<file path="src/rtl/acc_reduce.sv">
// Sums LEN consecutive R/D tokens into one result token (optional unsigned saturation); FLUSH closes a partial group.
// Latency 1 cycle from the closing token/FLUSH; valid-only stream, no backpressure, EN stalls every register.
module acc_reduce #(
    parameter int N   = 16,
    parameter int LEN = 8,
    parameter int CW  = 16,
    parameter int SAT = 0
) (
    input  logic          CLK,
    input  logic          RST,
    input  logic          EN,
    input  logic          R_IN,
    input  logic [N-1:0]  D_IN,
    input  logic          FLUSH,
    output logic          R_OUT,
    output logic [N-1:0]  D_OUT,
    output logic [CW-1:0] CNT
);

    localparam logic [CW-1:0] LEN_C = CW'(LEN);

    logic [N-1:0]  acc;
    logic [N:0]    sum_wide;
    logic [N-1:0]  sum_next;
    logic [CW-1:0] cnt_next;
    logic          close;

    always_comb begin
        sum_wide = {1'b0, acc} + (R_IN ? {1'b0, D_IN} : '0);
        // Once clamped, acc stays at all-ones: adding an unsigned token can only carry out again.
        if (SAT != 0 && sum_wide[N])
            sum_next = '1;
        else
            sum_next = sum_wide[N-1:0];
        cnt_next = CNT + CW'(R_IN);
        close    = (R_IN && cnt_next == LEN_C) || (FLUSH && cnt_next != '0);
    end

    always_ff @(posedge CLK) begin
        if (RST) begin
            R_OUT <= 1'b0;
            D_OUT <= '0;
            CNT   <= '0;
            acc   <= '0;
        end else if (EN) begin
            R_OUT <= close;
            if (close) begin
                D_OUT <= sum_next;
                acc   <= '0;
                CNT   <= '0;
            end else begin
                acc   <= sum_next;
                CNT   <= cnt_next;
            end
        end
    end

endmodule

</file>
<file path="config.mk">
export PLATFORM = sky130hd
export DESIGN_NAME = acc_reduce
export DESIGN_NICKNAME = d
export VERILOG_FILES = /design/src/rtl/acc_reduce.sv
export SDC_FILE = /design/constraint.sdc
export NUM_CORES = 1
export LEC_CHECK = 0
export CAP_MARGIN = 15
export CORE_UTILIZATION = 55
export CTS_BUF_LIST = sky130_fd_sc_hd__clkbuf_2 sky130_fd_sc_hd__clkbuf_4 sky130_fd_sc_hd__clkbuf_8
export DETAILED_ROUTE_END_ITERATION = 7
export MAX_ROUTING_LAYER = met4
export PLACE_DENSITY = 0.79
export SYNTH_ARGS = -nofsm -noshare
export SYNTH_HDL_FRONTEND = slang
export SYNTH_SLANG_ARGS = --single-unit
export TNS_END_PERCENT = 30
</file>
<file path="constraint.sdc">
create_clock -name CLK -period 4 [get_ports CLK]
set_clock_uncertainty 0.2 [all_clocks]
set_input_delay 1.2 -clock CLK [delete_from_list [all_inputs] [get_ports CLK]]
set_output_delay 1.2 -clock CLK [all_outputs]
set_load 0.02 [all_outputs]
</file>
# --- Word level (Yosys, flattened, before mapping) ---
# Cells that the tools add are included.
# Widths: inputs -> output; s select.
totals:
  regBits: 49
  in_bits: 21
  out_inout_bits: 33
  word_cells: 15
op_classes:
  addsub: 2
  n_eq_ne: 1
  mux: 3
  reduce_logical: 5
op_table:
  columns: ["cell", "count"]
  rows:
  - ["$mux 16", 3]
  - ["$add 16x1->16", 1]
  - ["$add 16x16->16", 1]
  - ["$eq 16x4->1 const B", 1]
  - ["$reduce_bool 16->1", 1]
  - ["$logic_and 1x1->1", 2]
  - ["$reduce_and 2->1", 1]
  - ["$logic_or 1x1->1", 1]

# --- Logic depth before layout (Yosys ltp) ---
# Gate-level depths: netlist (run 1).
logic_depth:
  ltp_word: 5
  mapped_depth: 12
  mapped_depth_nobuf: 10

# --- Worst setup path after synthesis (run 1) ---
# Ideal clock, no wire load.
synth_path:
  path_kind: "in2reg"
  startpoint: "input port R_IN"
  endpoint: "register acc[12]"
  arrival_ns: 3.392
  required_time_ns: 3.683
  slack_ns: 0.291
  path_stages: 12
  path_cell_list: "ha_1 -> ha_1 -> nand3_1 -> o21ai_0 -> a2111oi_4 -> nand4_2 -> o21ba_1 -> buf_6 -> o21ba_1 -> buf_6 -> buf_6 -> a22o_1"
synth_between:
  elab_chain_len: 5
  word_cells_on_any_way: 9
  cone_classes: "2 x add/sub; 1 x eq/ne; 2 x mux; 4 x reduce/logical"
synth_rtl:
  columns: ["element", "line_no", "text"]
  rows:
  - ["from (decl)", "12", "input logic R_IN,"]
  - ["$add 16x1->16", "35", "cnt_next = CNT + CW'(R_IN);"]
  - ["$eq 16x4->1 or $reduce_bool 16->1 (tied branches)", "36", "close = (R_IN && cnt_next == LEN_C) || (FLUSH && cnt_next != '0);"]
  - ["$logic_and 1x1->1", "36", null]
  - ["$logic_or 1x1->1", "36", null]
  - ["$mux 16 *", "47", "if (close) begin"]
  - ["to (signal assigned)", "52", "acc <= sum_next;"]
  - ["to (decl)", "22", "logic [N-1:0] acc;"]
# Every way passes the cells marked *; elsewhere a longest branch is shown, timed or not.
# A chain may end at the register's enable or synchronous reset.

# --- Worst setup path in the final report (run 1) ---
layout_path:
  startpoint: "input port R_IN"
  endpoint: "register acc[9]"
# The elaborated chain is that of the path after synthesis.

==> results.json, run 1 <==
{
  "fin_area_mm2": 0.00396,
  "clk_latency_ns": 0.30,
  "routedWlPerCell_um": 16.1,
  "path_clk_slew_ns": 0.09,
  "drc": 0,
  "die_w_um": 76.0,
  "timing.critical_path.to_type": "flip-flop",
  "nets": 467,
  "holdCritStartpoint": "D_OUT[13]",
  "finalSetupViolCount": 0,
  "timing.final.max_slew_violations": 0,
  "drive_above_1_share": 0.154,
  "cts_tree": "done",
  "grt_max_degree": 24,
  "worst_ep_required_time_ns": 4.00,
  "clock-sinks": 49,
  "r2r-start": "CNT[0]",
  "routabilityCongestion": 0.927,
  "rows": 26,
  "path_max_fanout": 3,
  "drtIter0Drc": 139,
  "grt-ovfl-total": 0,
  "worst_pin_slew_ns": 0.479,
  "syn_avg_cell_area_um2": 8.54,
  "cts_max_level": 2,
  "worstSetupPathType": "primary input to flip-flop",
  "antenna_cells": 0,
  "ys_seq_elements": 49,
  "reg2reg_depth": 12,
  "period_share": 0.978,
  "fmax_mhz": 256,
  "synth_edf_count": 0,
  "die-area_mm2": 0.00578,
  "grt_pass1_wl_um": 13600,
  "antenna_found_initial": 0,
  "instances_no_fill": 499,
  "final_common_cell": "clkdlybuf4s50_1",
  "min_path_type": "flip-flop to flip-flop",
  "antenna_left": 0,
  "r2r_setup_slack_ns": 1.13,
  "slew_headroom": 0.680,
  "holdBufCountCts": 0,
  "ys.flop_type": "dfxtp_1",
  "rsz0062_at_grt": "true",
  "dp.final_hpwl_um": 5870,
  "syn_area_mm2": 0.00301,
  "post-cts-setup-buffer-count": 0,
  "startpoint_type": "primary input",
  "async_flop_share": 0,
  "area_growth_pct": 31.4,
  "grt_pass1_vias": 2910,
  "setup_tns_ns": 0,
  "initial_core_util": 0.579,
  "vdd_drop_max_v": 0.000171,
  "crit_arrival_ns": 3.91,
  "drt-pass1-iter-count": 4,
  "syn-num-nets": 392,
  "routed_wl_um": 8040,
  "die_h_um": 76.0,
  "yosys_warnings": 0,
  "numCtsBuffers": 5,
  "port_buffers": 53,
  "yosysUniqueCellTypes": 52,
  "p_leak_nw": 1.62,
  "maxCapViolations": 0,
  "via_per_inst": 5.93,
  "dpl_cell_area_mm2": 0.00382,
  "hold_path_depth": 2,
  "core_area_mm2": 0.00520,
  "synthCells": 353,
  "post-synth-top-area-cell": "dfxtp_1",
  "grt_usage": 0.295,
  "vias": 2959,
  "yosysTopAreaCellShare": 0.325,
  "hold_viol_final": 0,
  "mostFrequentLayoutCells": "clkdlybuf4s50_1, dfxtp_1, buf_4, nand2_1, nand3_1",
  "ioPinCount": 54,
  "power.density_mw_per_mm2": 280,
  "whs_endpoint": "D_OUT[13]",
  "clockBufferDepth": 2,
  "period_minus_slack_ns": 3.91,
  "synth_area_leaders": "dfxtp_1, ha_1, a22o_1",
  "place_inst": 491,
  "reg2reg_to": "acc[9]",
  "ys_seq_area_frac": 0.325,
  "cts_root_buf": "clkbuf_8",
  "outcome": "finished, final reports clean"
}
[worst max-delay path by stage]
stage                     from  endpoint  slack (ns)  cells past startpoint
after floorplan           R_IN   acc[12]        0.29                     12
after global placement    R_IN    acc[9]       -0.35                     12
after detailed placement  R_IN  D_OUT[9]       -0.34                     12
after CTS                 R_IN  D_OUT[9]        0.03                     12
after global routing      R_IN    acc[9]       -0.04                     13
final                     R_IN    acc[9]        0.09                     13
[final cells by class]
| cell class | instances | area (µm²) |
|---|---|---|
| Fill cell | 410 | 1240 |
| Inverter | 4 | 15.0 |
| Sequential cell | 49 | 981 |
| Clock inverter | 1 | 5.00 |
| Multi-Input combinational cell | 275 | 1920 |
| Clock buffer | 7 | 96.3 |
| Timing Repair Buffer | 93 | 856 |
| Tap cell | 70 | 87.6 |
[registers in the layout, summed over array words and instances (netlist names)]
name   cells
D_OUT     16
acc       16
CNT       16
R_OUT      1
[critical path, stage by stage]
cell and delay, ns:
clkdlybuf4s50_1 0.53, ha_2 0.23, buf_4 0.12, nand4_1 0.16
nor3_1 0.34, buf_4 0.18, nor3_1 0.07, o21ai_0 0.36
nor2_1 0.11, buf_4 0.15, o21ai_0 0.19, buf_4 0.18
o21ai_0 0.09
[through the flow]
stage	worst slack (ns)	hold slack (ns)	power, W	utilization
finish	0.0893	0.274	0.00111	0.761
global route	-0.0405	0.311	0.00116	0.761
CTS	0.0309	0.269	0.00111	0.755
detailed placement	-0.337	0.257	0.000784	0.735
global placement	-0.353	0.244	0.000779	0.735
floorplan	0.291	0.232	0.000674	-
[what timing repair did]
action / in CTS / in global routing
endpoints found under the hold margin: 0 / 0
gates resized for setup: 2 / 9
pin swaps: 0 / 0
endpoints found under the setup margin: 14 / 37
[power by group]
part	total (W)	switching, W	leakage [nW]	internal [W]
clock network	0.000327	0.000170	0.0542	0.000157
registers	0.000521	0.0000126	0.397	0.000508
logic	0.000261	0.000135	1.17	0.000126
[synthesized netlist by cell type (5+ instances only)]
library cell,count
buf_2,5
mux2i_1,5
and3_1,5
a22o_1,16
ha_1,17
o21ai_0,23
nand2_1,23
and2_1,17
nand3_1,23
a21o_1,5
clkbuf_1,14
nor3_1,21
nor2_1,16
a21oi_1,20
xor2_1,16
xnor2_1,13
dfxtp_1,49
[routing by layer]
layer  up-vias  GRT usage  part of all wire
met5         -          -                 0
met4         0     0.0942             0.019
met3        15     0.0467             0.053
met2        89      0.521              0.52
met1      1425      0.343              0.41
li1       1430          -                 -
[cell families after synthesis]
family,count (synthesis),synth area share
AND/OR/NAND/NOR,126,0.224
multiplexers,5,0.0166
XOR/XNOR,29,0.0843
adder cells (fa/ha/maj),18,0.0772
AO/OA/AOI/OAI,97,0.223
buffers and inverters,29,0.0494
flip-flops,49,0.325
(Power assumes the default switching activity.)
==> inputs of run 2 (changes only) <==
- ABC_CLOCK_PERIOD_IN_PS: unset -> 4000
==> results of run 2 <==
The final DEF is identical to that of run 1; final timing and power are the same.
